`src/rtl/brisc_sequencer.sv`:
```
// Multi-cycle fetch/decode/execute controller for the BRISC core.
// Fetches 3-byte instructions over a byte-wide memory port, holds the PC and steers the datapath.
module brisc_sequencer #(
  parameter logic [7:0] RESET_PC   = 8'h00,
  parameter int         REG_ADDR_W = 4
) (
  input  logic                  clk,
  input  logic                  rst,
  output logic                  mem_req,
  output logic [7:0]            mem_addr,
  input  logic [7:0]            mem_rdata,
  input  logic                  mem_ready,
  output logic [7:0]            pc,
  output logic [1:0]            imm_ctl,
  output logic [7:0]            immediate,
  output logic [3:0]            alu_op,
  output logic [REG_ADDR_W-1:0] rd_addr,
  output logic [REG_ADDR_W-1:0] rs_addr,
  output logic                  reg_we,
  input  logic                  alu_zero,
  output logic                  instr_done,
  output logic                  illegal_op,
  output logic                  halted,
  output logic [2:0]            dbg_state
);

  // Memory handshake: a fetch beat completes on any cycle where mem_req=1 and
  // mem_ready=1; mem_req and mem_addr stay stable until then, and mem_ready is
  // ignored whenever mem_req=0.

  typedef enum logic [2:0] {
    FETCH0 = 3'd0,
    FETCH1 = 3'd1,
    FETCH2 = 3'd2,
    EXEC   = 3'd3,
    WB     = 3'd4,
    HALT   = 3'd5
  } state_t;

  localparam logic [3:0] CLS_RR   = 4'd0;
  localparam logic [3:0] CLS_RI   = 4'd1;
  localparam logic [3:0] CLS_JAL  = 4'd2;
  localparam logic [3:0] CLS_BEQZ = 4'd3;
  localparam logic [3:0] CLS_HALT = 4'd4;

  state_t     state, state_next;
  logic [7:0] pc_q, pc_next;
  logic [7:0] ir0, ir1, ir2;
  logic       zero_q;
  logic [3:0] cls;
  logic [3:0] aop;

  assign cls = ir0[7:4];
  assign aop = ir0[3:0];

  always_ff @(posedge clk) begin
    if (rst) begin
      state  <= FETCH0;
      pc_q   <= RESET_PC;
      ir0    <= 8'h00;
      ir1    <= 8'h00;
      ir2    <= 8'h00;
      zero_q <= 1'b0;
    end else begin
      state <= state_next;
      case (state)
        FETCH0: if (mem_ready) ir0 <= mem_rdata;
        FETCH1: if (mem_ready) ir1 <= mem_rdata;
        FETCH2: if (mem_ready) ir2 <= mem_rdata;
        EXEC:   zero_q <= alu_zero;
        WB:     pc_q <= pc_next;
        default: ;
      endcase
    end
  end

  // Branch condition uses the alu_zero value captured at the end of EXEC.
  always_comb begin
    pc_next = pc_q + 8'd3;
    if (cls == CLS_JAL) begin
      pc_next = ir2;
    end else if (cls == CLS_BEQZ && zero_q) begin
      pc_next = ir2;
    end
  end

  always_comb begin
    state_next = state;
    mem_req    = 1'b0;
    mem_addr   = pc_q;
    imm_ctl    = 2'd0;
    alu_op     = 4'd0;
    reg_we     = 1'b0;
    instr_done = 1'b0;
    illegal_op = 1'b0;
    halted     = 1'b0;
    case (state)
      FETCH0: begin
        mem_req  = 1'b1;
        mem_addr = pc_q;
        if (mem_ready) state_next = FETCH1;
      end
      FETCH1: begin
        mem_req  = 1'b1;
        mem_addr = pc_q + 8'd1;
        if (mem_ready) state_next = FETCH2;
      end
      FETCH2: begin
        mem_req  = 1'b1;
        mem_addr = pc_q + 8'd2;
        if (mem_ready) state_next = EXEC;
      end
      EXEC: begin
        if (cls == CLS_HALT) begin
          state_next = HALT;
        end else begin
          state_next = WB;
        end
        illegal_op = (cls > CLS_HALT);
      end
      WB: begin
        state_next = FETCH0;
        instr_done = 1'b1;
        reg_we     = (cls == CLS_RR) || (cls == CLS_RI) || (cls == CLS_JAL);
      end
      HALT: begin
        halted = 1'b1;
      end
      default: state_next = FETCH0;
    endcase

    // Datapath steering is held steady across EXEC and WB.
    if (state == EXEC || state == WB) begin
      case (cls)
        CLS_RR:   begin imm_ctl = 2'd0; alu_op = aop;   end
        CLS_RI:   begin imm_ctl = 2'd1; alu_op = aop;   end
        CLS_JAL:  begin imm_ctl = 2'd2; alu_op = 4'hF;  end
        CLS_BEQZ: begin imm_ctl = 2'd0; alu_op = 4'hE;  end
        default:  begin imm_ctl = 2'd0; alu_op = 4'd0;  end
      endcase
    end
  end

  assign pc        = pc_q;
  assign immediate = ir2;
  assign rd_addr   = REG_ADDR_W'(ir1[7:4]);
  assign rs_addr   = REG_ADDR_W'(ir1[3:0]);
  assign dbg_state = state;

endmodule

```
`config.mk`:
```
export PLATFORM = sky130hd
export DESIGN_NAME = brisc_sequencer
export DESIGN_NICKNAME = d
export VERILOG_FILES = /design/src/rtl/brisc_sequencer.sv
export SDC_FILE = /design/constraint.sdc
export NUM_CORES = 1
export LEC_CHECK = 0
export ABC_AREA = 1
export CAP_MARGIN = 20
export CORE_MARGIN = 3
export CORE_UTILIZATION = 35
export CTS_CLUSTER_SIZE = 12
export DETAILED_ROUTE_END_ITERATION = 16
export GPL_TIMING_DRIVEN = 0
export SLEW_MARGIN = 15
export SYNTH_ARGS = -nofsm -noshare
export SYNTH_HDL_FRONTEND = slang
export SYNTH_SLANG_ARGS = --single-unit
```
`constraint.sdc`:
```
create_clock -name clk -period 1.4 [get_ports clk]
set_input_delay 0.35 -clock clk [delete_from_list [all_inputs] [get_ports clk]]
set_output_delay 0.35 -clock clk [all_outputs]
set_load 0.01 [all_outputs]
```
## Word level (Yosys, flattened, before mapping)

Cells that the tools add are included.

| storage, ports and cells | value |
|---|---|
| RAM bits | 0 |
| register bits after elaboration | 36 |
| ROM bits | 0 |
| bits in latches | 0 |
| memories | 0 |
| logic and storage cells | 52 |
| output and inout port bits | 46 |
| bits of input ports | 12 |

| cells by class | value |
|---|---|
| reductions and logical operators | 12 |
| muxes and demuxes | 17 |
| divide/modulo/power cells | 0 |
| shift operators | 0 |
| bitwise logic cells | 1 |
| add/subtract/negate cells | 3 |
| equality and inequality tests | 12 |
| multiply operators | 0 |
| magnitude comparators | 1 |

Operator list:

| kind | number |
|---|---|
| adder 8 x 2 -> 8 bit (second input constant) | 2 |
| 2-to-1 mux 8 bit | 2 |
| one-hot mux 8 bit (2 select lines) | 1 |
| one-hot mux 3 bit (5 select lines) | 1 |
| one-hot mux 4 bit (3 select lines) | 1 |
| 2-to-1 mux 3 bit | 3 |
| adder 8 x 1 -> 8 bit (second input constant) | 1 |
| == test 4 x 2 -> 1 bit (second input constant) | 2 |
| == test 3 x 2 -> 1 bit (second input constant) | 2 |
| == test 3 bit (second input constant) | 2 |
| 2-to-1 mux 1 bit | 6 |
| inequality test 2 bit (second input constant) | 3 |
| AND reduction 2 bit | 3 |
| == test 4 x 1 -> 1 bit (second input constant) | 1 |
| == test 4 x 3 -> 1 bit (second input constant) | 1 |
| > comparator 4 x 3 -> 1 bit (second input constant) | 1 |
| logical NOT 4 bit | 1 |
| 2-to-1 mux 4 bit | 1 |
| one-hot mux 2 bit (2 select lines) | 1 |
| AND reduction 4 bit | 1 |
| == test 3 x 1 -> 1 bit (second input constant) | 1 |
| logical NOT 3 bit | 1 |
| logical OR 1 bit | 3 |
| OR reduction 3 bit | 1 |
| other kinds (4) | 4 |

## Depth between registers and ports, before layout

| depth | value |
|---|---|
| depth after elaboration | 4 |
| gate-level depth with buffers | 10 |

## Worst setup path before layout

OpenSTA, ideal clock, no wires.

| timing | value |
|---|---|
| kind | reg-to-output |
| start point | register state[2] (netlist: dbg_state[2]) |
| end point | output imm_ctl[0] |
| arrival time | 1,250 ps |
| path slack | -200 ps |
| stages on the path, launching flop included | 7 |
| path buffers | 0 |
| path through | dfxtp_1 -> inv_2 -> nor3_2 -> inv_2 -> nand2_1 -> inv_1 -> nor3_1 |

| on the way | value |
|---|---|
| longest elaborated chain between the ends | 3 |
| elaborated cells on any way between the ends | 4 |
| classes of those cells | eq/ne: 2; mux: 1; reduce/logical: 1 |

RTL lines:

| element | line | text |
|---|---|---|
| from (decl) | 46 | `state_t state, state_next;` |
| from (signal assigned) | 65 | `state <= state_next;` |
| == test 3 x 2 -> 1 bit / == test 3 bit (equally long branches) | 133 | `if (state == EXEC \|\| state == WB) begin` |
| logical OR 1 bit (*) | 133 |  |
| 2-to-1 mux 2 bit (*) | 133 |  |
| to (decl) | 14 | `output logic [1:0] imm_ctl,` |

Mark *: on every way between the ends. The rest lies on a longest branch, timed or not.

## Worst setup path in the final report

| timing | value |
|---|---|
| start point | register state[1] (netlist: dbg_state[1]) |
| end point | output mem_addr[7] |

| on the way | value |
|---|---|
| longest elaborated chain between the ends | 2 |
| elaborated cells on any way between the ends | 3 |
| classes of those cells | eq/ne: 2; mux: 1 |

RTL lines:

| element | line | text |
|---|---|---|
| == test 3 x 2 -> 1 bit / == test 3 x 1 -> 1 bit (equally long branches) | 97 | `case (state)` |
| one-hot mux 8 bit (2 select lines) (*) | 97 |  |
| to (decl) | 10 | `output logic [7:0] mem_addr,` |

Marked as above.

==> summary by stage <==
Global route
The via count of the first global-routing pass is 2158. The initial antenna violation count is 0. In the global route stage, overall resource usage came out at 19.5%. The largest net degree at the start of global routing is 11. The global-route wire length before repair is 10.2 mm. The total overflow left after global routing is 0.

Timing
At the pin with the least slew margin, the transition time is 0.350 ns. The final clock period utilization by the worst path is 135%. The final-report max-slew violation count came to 0. Headroom to the max-slew limit came out at 76.6%. The setup skew after layout is 0.00647 ns. For this run, the top clock speed supported by timing is 0.530 GHz.

The worst hold margin is 0.428 ns. The time the worst path needs with I/O delays and setup is 1.89 ns. The hold violation total from the final report is 0. After layout, the worst setup slack is -0.487 ns. Setup repair after global routing could not meet its margin everywhere. Setup violations remaining at the end of the flow were counted as 23.

Clock network
For this design, the CTS-stage hold fixing added 0 buffers. The root buffer cell chosen for the clock tree is clkbuf_8. The H-tree depth reported by CTS is 2. Clock tree synthesis inserted a total of 5 buffers. The clock reaches the later pin of the worst-skew pair after 0.29 ns. The maximum buffer depth of the clock tree is 2. The clock-pin slew on the worst setup and hold paths is 0.08 ns. The clock tree from TritonCTS is done.

The clock drives 36 sinks.

Setup path
The largest fanout of any net on the critical path is 6. In this run the worst setup path begins at dbg_state[1]. The startpoint-to-endpoint class of the critical path is flip-flop to output port. The endpoint kind of the worst setup timing path is an output port.

The critical register-to-register path startpoint is dbg_state[1]. STA classifies the critical path startpoint as a flip-flop. The signal arrival time at the worst endpoint is 1.54 ns. The logic depth of the worst register-to-register path is 10. The endpoint required time on the critical path is 1.05 ns.

Hold path
The launch point of the worst hold path is rst. The class of the tightest hold or removal check is input pin to flip-flop. The worst hold path passes through 2 cells.

Floorplan
The core region is 5570 µm². The initial core utilization is 36.5%. The I/O pin count is 58.

The number of core rows is 27. In this run the vertical extent of the chip is 82.3 µm. The floorplan step defined a die boundary enclosing 6770 µm².

The horizontal die dimension is 82.3 µm.

Synth
After synthesis, flip-flops and latches occupy 35.4% of the total area. Yosys mapped a number of flops with a built-in enable equal to 0. The flop and latch count out of synthesis is 36.

Synthesis produced a netlist with a net count of 321. The async set-reset flop share out of synthesis is 0%. Counting distinct cell types in the post-synthesis netlist gives 28. The count of synthesis-stage warnings from yosys is 0. The post-synthesis area per instance is 6.70 µm². The number of standard cells after synthesis is 304. In this run the cell area of the synthesized design comes to 2040 µm².

The primary flip-flop cell chosen by synthesis mapping is dfxtp_1.

Detailed routing
For this run, design rule violations remaining after detail routing come to 0. Once detail routing completed, the nets flagged for antenna violations numbered 0. For this block, the routed nets add up to 6.60 mm of wire. The violation count after the first detailed-route iteration is 130. For this block, the via count after detailed routing is 2315. Dividing the detail-routed via count by the number of cells gives 4.88.

The average wire per standard cell is 13.9 µm. The first TritonRoute pass finished after 4 iterations.

Place
The pre-CTS worst setup slack is -0.696 ns. The half-perimeter wire length after detailed placement is 4.41 mm. Routability-driven placement finished with a final weighted congestion of 0.830.

Port buffering added 57 buffers.

Finish
In the layout the commonest cells are 39 x nand2_1, 34 x inv_1, 26 x dlygate4sd2_1. The layout overhead on the synthesized area is 66.1%. The most common cell after layout, fill and taps aside is nand2_1.

For this run, the post-layout net count is 419. The repair_antennas step left the layout with diodes totalling 0. The fraction of layout cells with a size suffix above 1 is 38.3%.

Status
The checks that failed: negative setup slack. The run finished, with violations left.

Pwr
The analysis attributes to cell leakage a power of 0.00158 µW. The peak supply drop is 614 µV. The total power divided by cell area is 741 nW/µm².

Run
The tool flagged a number of max-cap violations equal to 0.
flip-flops by register name, summed over array words and instances, names as in the netlist:
signal,cells
dbg_state,3
immediate,8
ir0,8
ir1,8
pc,8
zero_q,1
worst max-delay path, cell delays in order (launching register included):
cell and delay (ns):
dfxtp_4 0.39, nor3_4 0.18, buf_6 0.14, buf_12 0.11, nand3_4 0.06, o21ai_1 0.08
o21ai_1 0.08, o21ai_1 0.07, buf_2 0.14
layout make-up:
cell class	count	area (µm²)
clock buffers	7	96.3
fillers	548	2190
plain buffers	8	77.6
flip-flops and latches	36	751
inverters	47	204
well taps	72	90.1
repair buffers	92	788
multi-input cells	212	1370
stage by stage:
| step | TNS, ns | total power, µW | util (%) | area (µm²) | cells |
|---|---|---|---|---|---|
| after floorplan | -0.294 | 1380 | - | 2120 | 304 |
| after global placement | -19.97 | 1560 | 49.9 | 2780 | 433 |
| after detailed placement | -20.26 | 1560 | 49.9 | 2780 | 433 |
| after CTS | -7.13 | 2440 | 54.0 | 3010 | 457 |
| after global routing | -8.99 | 2620 | 60.7 | 3380 | 474 |
| final | -7.27 | 2510 | 60.7 | 3380 | 474 |
report_power, final:
part / total (µW) / internal (µW) / switching, µW
clock network: 819 / 439 / 381
registers: 1120 / 1070 / 43.7
logic: 571 / 251 / 320
total: 2510 / 1760 / 744
cells by family (layout without fill, tap and decap cells):
logic type | after synthesis | after routing | share of synthesized area [%]
buffers and inverters | 56 | 154 | 11.3
AOI/OAI and AO/OA | 82 | 82 | 21.1
adders and majority gates | 5 | 5 | 3.07
and+or+nand+nor | 124 | 124 | 28.7
DFF | 36 | 36 | 35.4
xor gates and xnor gates | 1 | 1 | 0.430
worst paths after layout:
check / to / slack [ns]
hold reg to reg: immediate[2] / 0.47
setup reg to reg: dbg_state[0] / -0.03
hold / removal: pc[4] / 0.43
setup / recovery: mem_addr[7] / -0.49
cell usage after synthesis, types with 2 or more instances:
cell type  count  area [µm²]
ha_1           5        62.6
inv_2          6        22.5
a21oi_1       37         185
o21ai_0       39         195
o211ai_1       3        22.5
nor3_1         3        15.0
nand3_1       27         135
dfxtp_1       36         721
inv_1         41         154
clkbuf_1       4        15.0
nand2_1       54         203
buf_4          3        22.5
nor2_1        29         109
o221ai_1       2        17.5
nor3_2         2        20.0
what timing repair did:
item,CTS,global route
setup buffers,17,17
pin swaps,8,15
hold endpoints to repair,0,0
gates cloned,0,2
endpoints found under the setup margin,72,48
resized for setup,149,80
per-layer routing:
layer	track usage, %	vias to the layer above	wire, µm
met5	0	-	0
met4	5.65	0	59
met3	4.66	7	392
met2	33.3	62	3210
met1	24.2	1055	2940
li1	-	1191	-
Power figures use the tool's default switching activity.
